$ cat config.mk
export PLATFORM = sky130hd
export DESIGN_NAME = lcd_bus_arbiter
export DESIGN_NICKNAME = d
export VERILOG_FILES = /design/src/rtl/lcd_pkg.sv /design/src/rtl/lcd_rr_arb.sv /design/src/rtl/lcd_bus_arbiter.sv
export SDC_FILE = /design/constraint.sdc
export NUM_CORES = 1
export LEC_CHECK = 0
export CORE_MARGIN = 2
export CORE_UTILIZATION = 55
export CTS_CLUSTER_SIZE = 16
export DETAILED_ROUTE_END_ITERATION = 16
export GPL_ROUTABILITY_DRIVEN = 0
export PLACE_DENSITY = 0.81
export SYNTH_ARGS = -nofsm -noshare
export SYNTH_HDL_FRONTEND = slang
export SYNTH_SLANG_ARGS = --single-unit
$ cat constraint.sdc
create_clock -name clk -period 3.1 [get_ports clk]
set_input_delay 0.62 -clock clk [delete_from_list [all_inputs] [get_ports clk]]
set_output_delay 0.62 -clock clk [all_outputs]
set_load 0.005 [all_outputs]
$ cat src/rtl/lcd_pkg.sv
// lcd_pkg
// Shared definitions for the LCD bus arbiter and its clients: the init
// sequencer and the text writer.
// Contents:
//   lcd_state_t        - bus-cycle states of the arbiter FSM
//   DEF_*              - default timing constants in clk cycles at 50 MHz
//   last_count()       - converts a duration into the terminal value of a
//                        0-based up-counter
package lcd_pkg;

  typedef enum logic [2:0] {
    ST_IDLE    = 3'd0,
    ST_SETUP   = 3'd1,
    ST_EN_HIGH = 3'd2,
    ST_WAIT    = 3'd3,
    ST_DONE    = 3'd4
  } lcd_state_t;

  localparam int unsigned DEF_RS_SETUP   = 2;
  localparam int unsigned DEF_EN_PULSE   = 50;
  localparam int unsigned DEF_CMD_DELAY  = 250_000;  // 5 ms at 50 MHz
  localparam int unsigned DEF_CHAR_DELAY = 2_500;    // 50 us at 50 MHz

  // A phase of N cycles ends when a counter that started at 0 reads N-1.
  function automatic logic [31:0] last_count(input int unsigned cycles);
    return 32'(cycles - 1);
  endfunction

endpackage

$ cat src/rtl/lcd_rr_arb.sv
// lcd_rr_arb
// Two-requester round-robin grant logic. This block is purely
// combinational. The caller stores the last-granted flag and updates it
// when a grant is taken.
// Ports:
//   req   [1:0] in  - request vector, bit 0 = port 0, bit 1 = port 1
//   last        in  - port granted most recently (0 = port 0, 1 = port 1)
//   grant [1:0] out - one-hot grant, all zero when nothing is requested
module lcd_rr_arb (
  input  logic [1:0] req,
  input  logic       last,
  output logic [1:0] grant
);

  // A lone request always wins. On a tie, the port that was not served
  // last time gets the grant.
  always_comb begin
    grant = 2'b00;
    unique case (req)
      2'b01:   grant = 2'b01;
      2'b10:   grant = 2'b10;
      2'b11:   grant = last ? 2'b01 : 2'b10;
      default: grant = 2'b00;
    endcase
  end

endmodule

$ cat src/rtl/lcd_bus_arbiter.sv
// lcd_bus_arbiter
// Shares one HD44780-style LCD bus between two writers. Each writer is
// port 0 (the init sequencer) or port 1 (the text writer). A granted byte
// is driven with the following timing:
//   1. RS/DATA setup.
//   2. An EN pulse.
//   3. A post-pulse wait, whose length depends on RS.
// The owning port then gets a single-cycle ack.
// Ports:
//   clk, rst              - clock; asynchronous active-low reset
//   req0/1, rs0/1, data0/1 - per-port request, register select, byte
//   ack0/1                - one-cycle completion pulse for the owning port
//   busy                  - high from the grant edge to the end of DONE
//   LCD_DATA/RS/RW/EN     - LCD bus pins (RW is always write)
//   LCD_ON, LCD_BLON      - panel power and backlight enables
module lcd_bus_arbiter
  import lcd_pkg::*;
#(
  parameter int unsigned RS_SETUP   = DEF_RS_SETUP,
  parameter int unsigned EN_PULSE   = DEF_EN_PULSE,
  parameter int unsigned CMD_DELAY  = DEF_CMD_DELAY,
  parameter int unsigned CHAR_DELAY = DEF_CHAR_DELAY
) (
  input  logic       clk,
  input  logic       rst,
  input  logic       req0,
  input  logic       req1,
  input  logic       rs0,
  input  logic       rs1,
  input  logic [7:0] data0,
  input  logic [7:0] data1,
  output logic       ack0,
  output logic       ack1,
  output logic       busy,
  output logic [7:0] LCD_DATA,
  output logic       LCD_RS,
  output logic       LCD_RW,
  output logic       LCD_EN,
  output logic       LCD_ON,
  output logic       LCD_BLON
);

  localparam logic [31:0] SETUP_LAST = last_count(RS_SETUP);
  localparam logic [31:0] PULSE_LAST = last_count(EN_PULSE);
  localparam logic [31:0] CMD_LAST   = last_count(CMD_DELAY);
  localparam logic [31:0] CHAR_LAST  = last_count(CHAR_DELAY);

  lcd_state_t  state;
  logic [31:0] cnt;
  logic        last_grant;
  logic        owner;
  logic [1:0]  grant;
  logic [31:0] wait_last;

  lcd_rr_arb u_arb (
    .req   ({req1, req0}),
    .last  (last_grant),
    .grant (grant)
  );

  // The panel is powered and lit at all times, and the bus only writes.
  assign LCD_ON   = 1'b1;
  assign LCD_BLON = 1'b1;
  assign LCD_RW   = 1'b0;

  // The post-pulse wait uses the RS value latched at grant. Commands need
  // the much longer delay.
  assign wait_last = LCD_RS ? CHAR_LAST : CMD_LAST;

  // Bus sequencer.
  // - The port inputs are sampled only in IDLE, so changes in the middle
  //   of a transfer are ignored.
  // - A transfer runs to completion even if its request is withdrawn.
  // - Reset drops EN immediately and never acks the aborted byte.
  always_ff @(posedge clk or negedge rst) begin
    if (!rst) begin
      state      <= ST_IDLE;
      cnt        <= '0;
      LCD_DATA   <= 8'h00;
      LCD_RS     <= 1'b0;
      LCD_EN     <= 1'b0;
      ack0       <= 1'b0;
      ack1       <= 1'b0;
      busy       <= 1'b0;
      last_grant <= 1'b1;
      owner      <= 1'b0;
    end else begin
      ack0 <= 1'b0;
      ack1 <= 1'b0;
      unique case (state)
        ST_IDLE: begin
          if (grant != 2'b00) begin
            owner      <= grant[1];
            last_grant <= grant[1];
            LCD_DATA   <= grant[1] ? data1 : data0;
            LCD_RS     <= grant[1] ? rs1 : rs0;
            cnt        <= '0;
            busy       <= 1'b1;
            state      <= ST_SETUP;
          end
        end
        ST_SETUP: begin
          if (cnt == SETUP_LAST) begin
            cnt    <= '0;
            LCD_EN <= 1'b1;
            state  <= ST_EN_HIGH;
          end else begin
            cnt <= cnt + 32'd1;
          end
        end
        ST_EN_HIGH: begin
          if (cnt == PULSE_LAST) begin
            cnt    <= '0;
            LCD_EN <= 1'b0;
            state  <= ST_WAIT;
          end else begin
            cnt <= cnt + 32'd1;
          end
        end
        ST_WAIT: begin
          if (cnt == wait_last) begin
            cnt   <= '0;
            ack0  <= ~owner;
            ack1  <= owner;
            state <= ST_DONE;
          end else begin
            cnt <= cnt + 32'd1;
          end
        end
        ST_DONE: begin
          busy  <= 1'b0;
          state <= ST_IDLE;
        end
        default: begin
          state <= ST_IDLE;
        end
      endcase
    end
  end

endmodule

* Word-level counts from Yosys, hierarchy flattened *
Cells that the tools add are included.

operators by class
  eq/ne operators = 14
  bitwise gates (word level) = 1
  $add $sub $neg = 1
  reduce and logical (&&, ||, !) cells = 10
  mux-type cells = 24

operator list
  operator                                               number
  two-way mux 32 bit                                     4
  case mux 32 bit (4 select lines)                       1
  adder 32 x 1 -> 32 bit (second input constant)         1
  equality test 32 x 1 -> 1 bit (second input constant)  1
  equality test 32 x 18 -> 1 bit                         1
  equality test 32 x 6 -> 1 bit (second input constant)  1
  two-way mux 18 bit                                     1
  two-way mux 3 bit                                      4
  case mux 3 bit (4 select lines)                        1
  two-way mux 1 bit                                      8
  two-way mux 8 bit                                      1
  inequality test 2 bit (second input constant)          4
  equality test 3 x 2 -> 1 bit (second input constant)   2
  case mux 2 bit (3 select lines)                        1
  AND reduction 2 bit                                    3
  nonzero test 2 bit                                     3
  equality test 2 bit (second input constant)            2
  case mux 1 bit (2 select lines)                        2
  AND reduction 4 bit                                    1
  nonzero test 4 bit                                     1
  equality test 3 x 1 -> 1 bit (second input constant)   1
  equality test 3 bit (second input constant)            1
  logical NOT 3 bit                                      1
  AND reduction 3 bit                                    1
  other kinds (3)                                        3

word-level totals
  input bits = 22
  flip-flop bits (word level) = 50
  logic and storage cells = 60
  output and inout bits = 16

* Depth between registers and ports, before layout *
  depth after elaboration = 5
  mapped depth = 9

* By module *
From an unflattened synthesis, not the netlist that was laid out.

unflattened totals
  cells, all modules = 332
  area, all modules = 2,937.8 um^2

modules (own cells, without submodules)
  module           sequential area each (um^2)  area each (um^2)  cells an instance  times used
  lcd_bus_arbiter  1,252.5                      2,919.0           329                1
  lcd_rr_arb       0.0                          18.8              3                  1

* Worst setup path before layout *
OpenSTA, ideal clock, no wires.

  path kind = register to register
  from = register cnt[0]
  to = register cnt[26]
  setup slack = 0.745 ns
  arrival time = 2.269 ns
  required time = 3.014 ns
  period minus slack after synthesis = 2.355 ns
  stages on the path, launching flop included = 9
  buffers on the path = 1
  cells stage by stage = dfrtp_1 ha_1 nand3_1 or4_1 buf_2 or3_4 or3_1 mux2i_1 nor3_1

between the ends
  longest elaborated chain between the ends = 3

RTL lines
  item                                                  line                                                                    text
  start: declaration                                    lcd_bus_arbiter.sv:49                                                   logic [31:0] cnt;
  start signal: assignment                              lcd_bus_arbiter.sv:108                                                  cnt <= cnt + 32'd1;
  start signal: assignment                              lcd_bus_arbiter.sv:117                                                  cnt <= cnt + 32'd1;
  start signal: assignment                              lcd_bus_arbiter.sv:127                                                  cnt <= cnt + 32'd1;
  adder 32 x 1 -> 32 bit, or another cell as far along  lcd_bus_arbiter.sv:108, lcd_bus_arbiter.sv:117, lcd_bus_arbiter.sv:127
  two-way mux 32 bit (on tied branches)                 lcd_bus_arbiter.sv:121, lcd_bus_arbiter.sv:103, lcd_bus_arbiter.sv:112
  case mux 32 bit (4 select lines) (*)                  lcd_bus_arbiter.sv:90                                                   unique case (state)

Every way passes the cells marked *; elsewhere a longest branch is shown, timed or not.
A chain may end at the register's enable or synchronous reset.

* Worst setup path after layout *
Ends and elaborated chain as after synthesis.

==> reports/results.ini <==
[clocking]
htreeDepth = 2
insertion_delay_ns = 0.31
cts_tree = done
cts_root_buffer = clkbuf_8
ctsHoldBuffers = 0
cts_resized = 0
clock_path_buffers = 2
clk_pin_slew_worst_paths_ns = 0.09
numCtsBuffers = 5
cts_sinks = 50
postCtsSetupRepairBufs = 0

[cells_and_area]
drive_above_1_share_pct = 7.283
finalNetCount = 380
n_antenna_cell = 0
final_core_util_pct = 65.09
syn2layout_area_growth_pct = 15.28
fin_area_um2 = 3303

[timing]
slew_headroom_pct = 25.35
layout_min_cycle_time_ns = 2.631
fmax_mhz = 380.1
fin_crit_sh_pct = 84.88
hold-worst-slack_ns = 0.4180
fin_worst_skew_ns = 0.007828
slew_viol_final = 0
setup_viol = 0
worstMarginPinSlew_ns = 1.117
tns_ns = 0
hold_viol_final = 0
rsz0062_at_grt = no

[synthesis]
synth_top_area_share_pct = 42.79
ys_ff_latch = 50
ys_seq_area_share_pct = 43.71
synth_cells = 327
synth_flop_cell = dfrtp_1
ys_types = 55
yosysTopAreaCell = dfrtp_1
synth.area.top_cells = dfrtp_1 43%, mux2i_1 4.9%, nor2_1 4.8%
netlist_area_um2 = 2865
synth_edf_count = 0
yosys_warnings = 0
synthArstFlopShare_pct = 100.0
syn_avg_cell_area_um2 = 8.762

[floorplan]
rows = 26
die_area_um2 = 5803
fp.dieW_um = 76.18
ios = 38
core_um2 = 5075
initial_core_util_pct = 56.46
die_h_um = 76.18

[global_route]
grt_max_degree = 51
grt-ovfl-total = 0
global_route.usage.total_pct = 22.36
grt_pass1_wl_um = 10620
antenna_found_initial = 0
grt_pass1_vias = 2266

[critical_path]
cp_top_family = simple AND/OR/NAND/NOR gates
crit_path_cell_trace = ha_1 > nand3_1 > or4_1 > or3_4 > or3_1 > mux2i_1 > nor3_1
required_ns = 3.33
worstSetupPathType = register to register
cp-startpoint = cnt[0]
arrival_ns = 2.86
cpPeakStageDelay_ns = 0.55
slowest_stage = or4_1
crit_path_end_kind = register
start_kind = register
critPathMaxFanout = 7
r2r_start = cnt[0]
crit_buf_inv = 0

[routing]
top_layer = met4
vias_per_cell = 5.768
avgRoutedWirePerCell_um = 14.98
drc = 0
drt-initial-drc-count = 151
ant_nets = 0
wl_met2_um = 3034
wl_met1_um = 2928
drtPass1Iterations = 4
vias = 2463
routed_wl_um = 6395
wl_met3_um = 360

[place]
hpwl_um = 4508
placedInstanceArea_um2 = 3208
numPortBuffers = 34

[pwr]
swShare_pct = 29.71
pwr-share-clk_pct = 26.6
power_leakage_nw = 1.368
vdd_ir_drop_max_v = 0.0002993
power.density_nw_per_um2 = 453.7
p_comb_share_pct = 17.2
seqPwrFrac_pct = 56.2
p_int_mw = 1.053
switchingPower_mw = 0.4453

[status]
status = finished, final reports clean

[flow_run]
drv_cap = 0

[min_path]
hp-class = primary input to asynchronous set/reset pin

==> registers in the layout, summed over array words and instances (netlist names) <==
register	count
LCD_EN	1
ack0	1
busy	1
state	3
LCD_RS	1
LCD_DATA	8
cnt	32
ack1	1
last_grant	1
owner	1
==> worst paths after layout <==
| path | to | slack [ns] | cells after the start |
|---|---|---|---|
| min in group clk | ack0 | 0.43 | 1 |
| worst max-delay path | cnt[26] | 0.47 | 7 |
| max in group asynchronous | cnt[23] | 2.27 | 2 |
| worst min register to register | ack0 | 0.43 | 1 |
| worst max register to register | cnt[26] | 0.47 | 7 |
| worst min-delay path | cnt[0] | 0.42 | 2 |
==> final cells by class <==
type | instances | area, µm²
timing repair buffer | 41 | 387.9
clock buffer | 6 | 82.58
clock inverter | 2 | 12.51
fill | 441 | 1772
multi-input combinational | 254 | 1465
sequential | 50 | 1252
inverter | 4 | 15.01
tap | 70 | 87.58
==> worst reg2reg max path: cells and delay by family (launching register included) <==
kind | cells | cell delay, ns
muxes | 1 | 0.13
and+or+nand+nor | 5 | 1.66
DFF | 1 | 0.47
adders and majority gates | 1 | 0.28
==> synth_stat cells (3+ instances only) <==
library cell,count
a21oi_1,16
and3_1,4
and4_1,3
buf_2,3
buf_4,6
clkbuf_1,5
dfrtp_1,49
inv_1,4
mux2i_1,14
nand2_1,33
nand2b_1,3
nand3_1,24
nand4_1,6
nor2_1,37
nor2b_1,3
nor3_1,25
nor4_1,6
nor4bb_1,3
o21ai_0,20
o22ai_1,8
o31ai_1,5
xor2_1,6
==> power groups by stage <==
| stage | combinational, mW | clock [mW] | sequential [mW] |
|---|---|---|---|
| 2_1_floorplan | 0.189 | 0 | 0.816 |
| 5_1_grt | 0.291 | 0.423 | 0.857 |
| 6_report | 0.257 | 0.399 | 0.843 |
| 3_3_place_gp | 0.251 | 0 | 0.849 |
| 4_1_cts | 0.259 | 0.405 | 0.840 |
| 3_5_place_dp | 0.257 | 0 | 0.854 |
==> placed cells by master, fill, tap and decap left out, types with 2 or more instances in the layout <==
cell	n
nor3_1	25
clkbuf_8	6
buf_4	7
nand2b_1	3
and4_1	3
and3_1	4
nor4_1	6
a21oi_1	16
a31oi_1	2
a22oi_1	2
nand4_1	6
nor4bb_1	3
o22ai_1	8
o21ai_0	20
clkdlybuf4s50_1	33
or2_2	2
mux2i_1	14
a21o_1	2
nor2_1	37
conb_1	3
nor2b_1	3
nand3_1	24
dfrtp_1	49
ha_1	2
inv_1	4
o221ai_1	2
nand2_1	33
o21bai_1	2
xor2_1	6
o31ai_1	5
==> cells by family (layout without fill, tap and decap cells) <==
logic type | count (synthesis) | after routing | synth area share (%)
AOI/OAI and AO/OA | 67 | 67 | 14.32
xor gates and xnor gates | 7 | 7 | 2.140
adders and majority gates | 2 | 2 | 0.8732
buffers and inverters | 24 | 53 | 5.284
DFF | 50 | 50 | 43.71
muxes | 14 | 14 | 4.891
other | 2 | 3 | 0.2621
and+or+nand+nor | 161 | 161 | 28.52
==> per-stage QoR <==
stage	setup WS (ns)	std cells	total power [mW]
after global placement	0.5495	419	1.100
after detailed placement	0.5392	419	1.111
after CTS	0.5143	427	1.505
final	0.4688	427	1.499
after floorplan	0.7454	328	1.005
after global routing	0.2635	427	1.571
==> metal layers <==
metal	up-vias	global-route usage, %
li1	1229	-
met1	1158	30.97
met2	68	36.07
met3	8	3.199
met4	0	8.182
met5	-	0
Power figures use the tool's default switching activity.
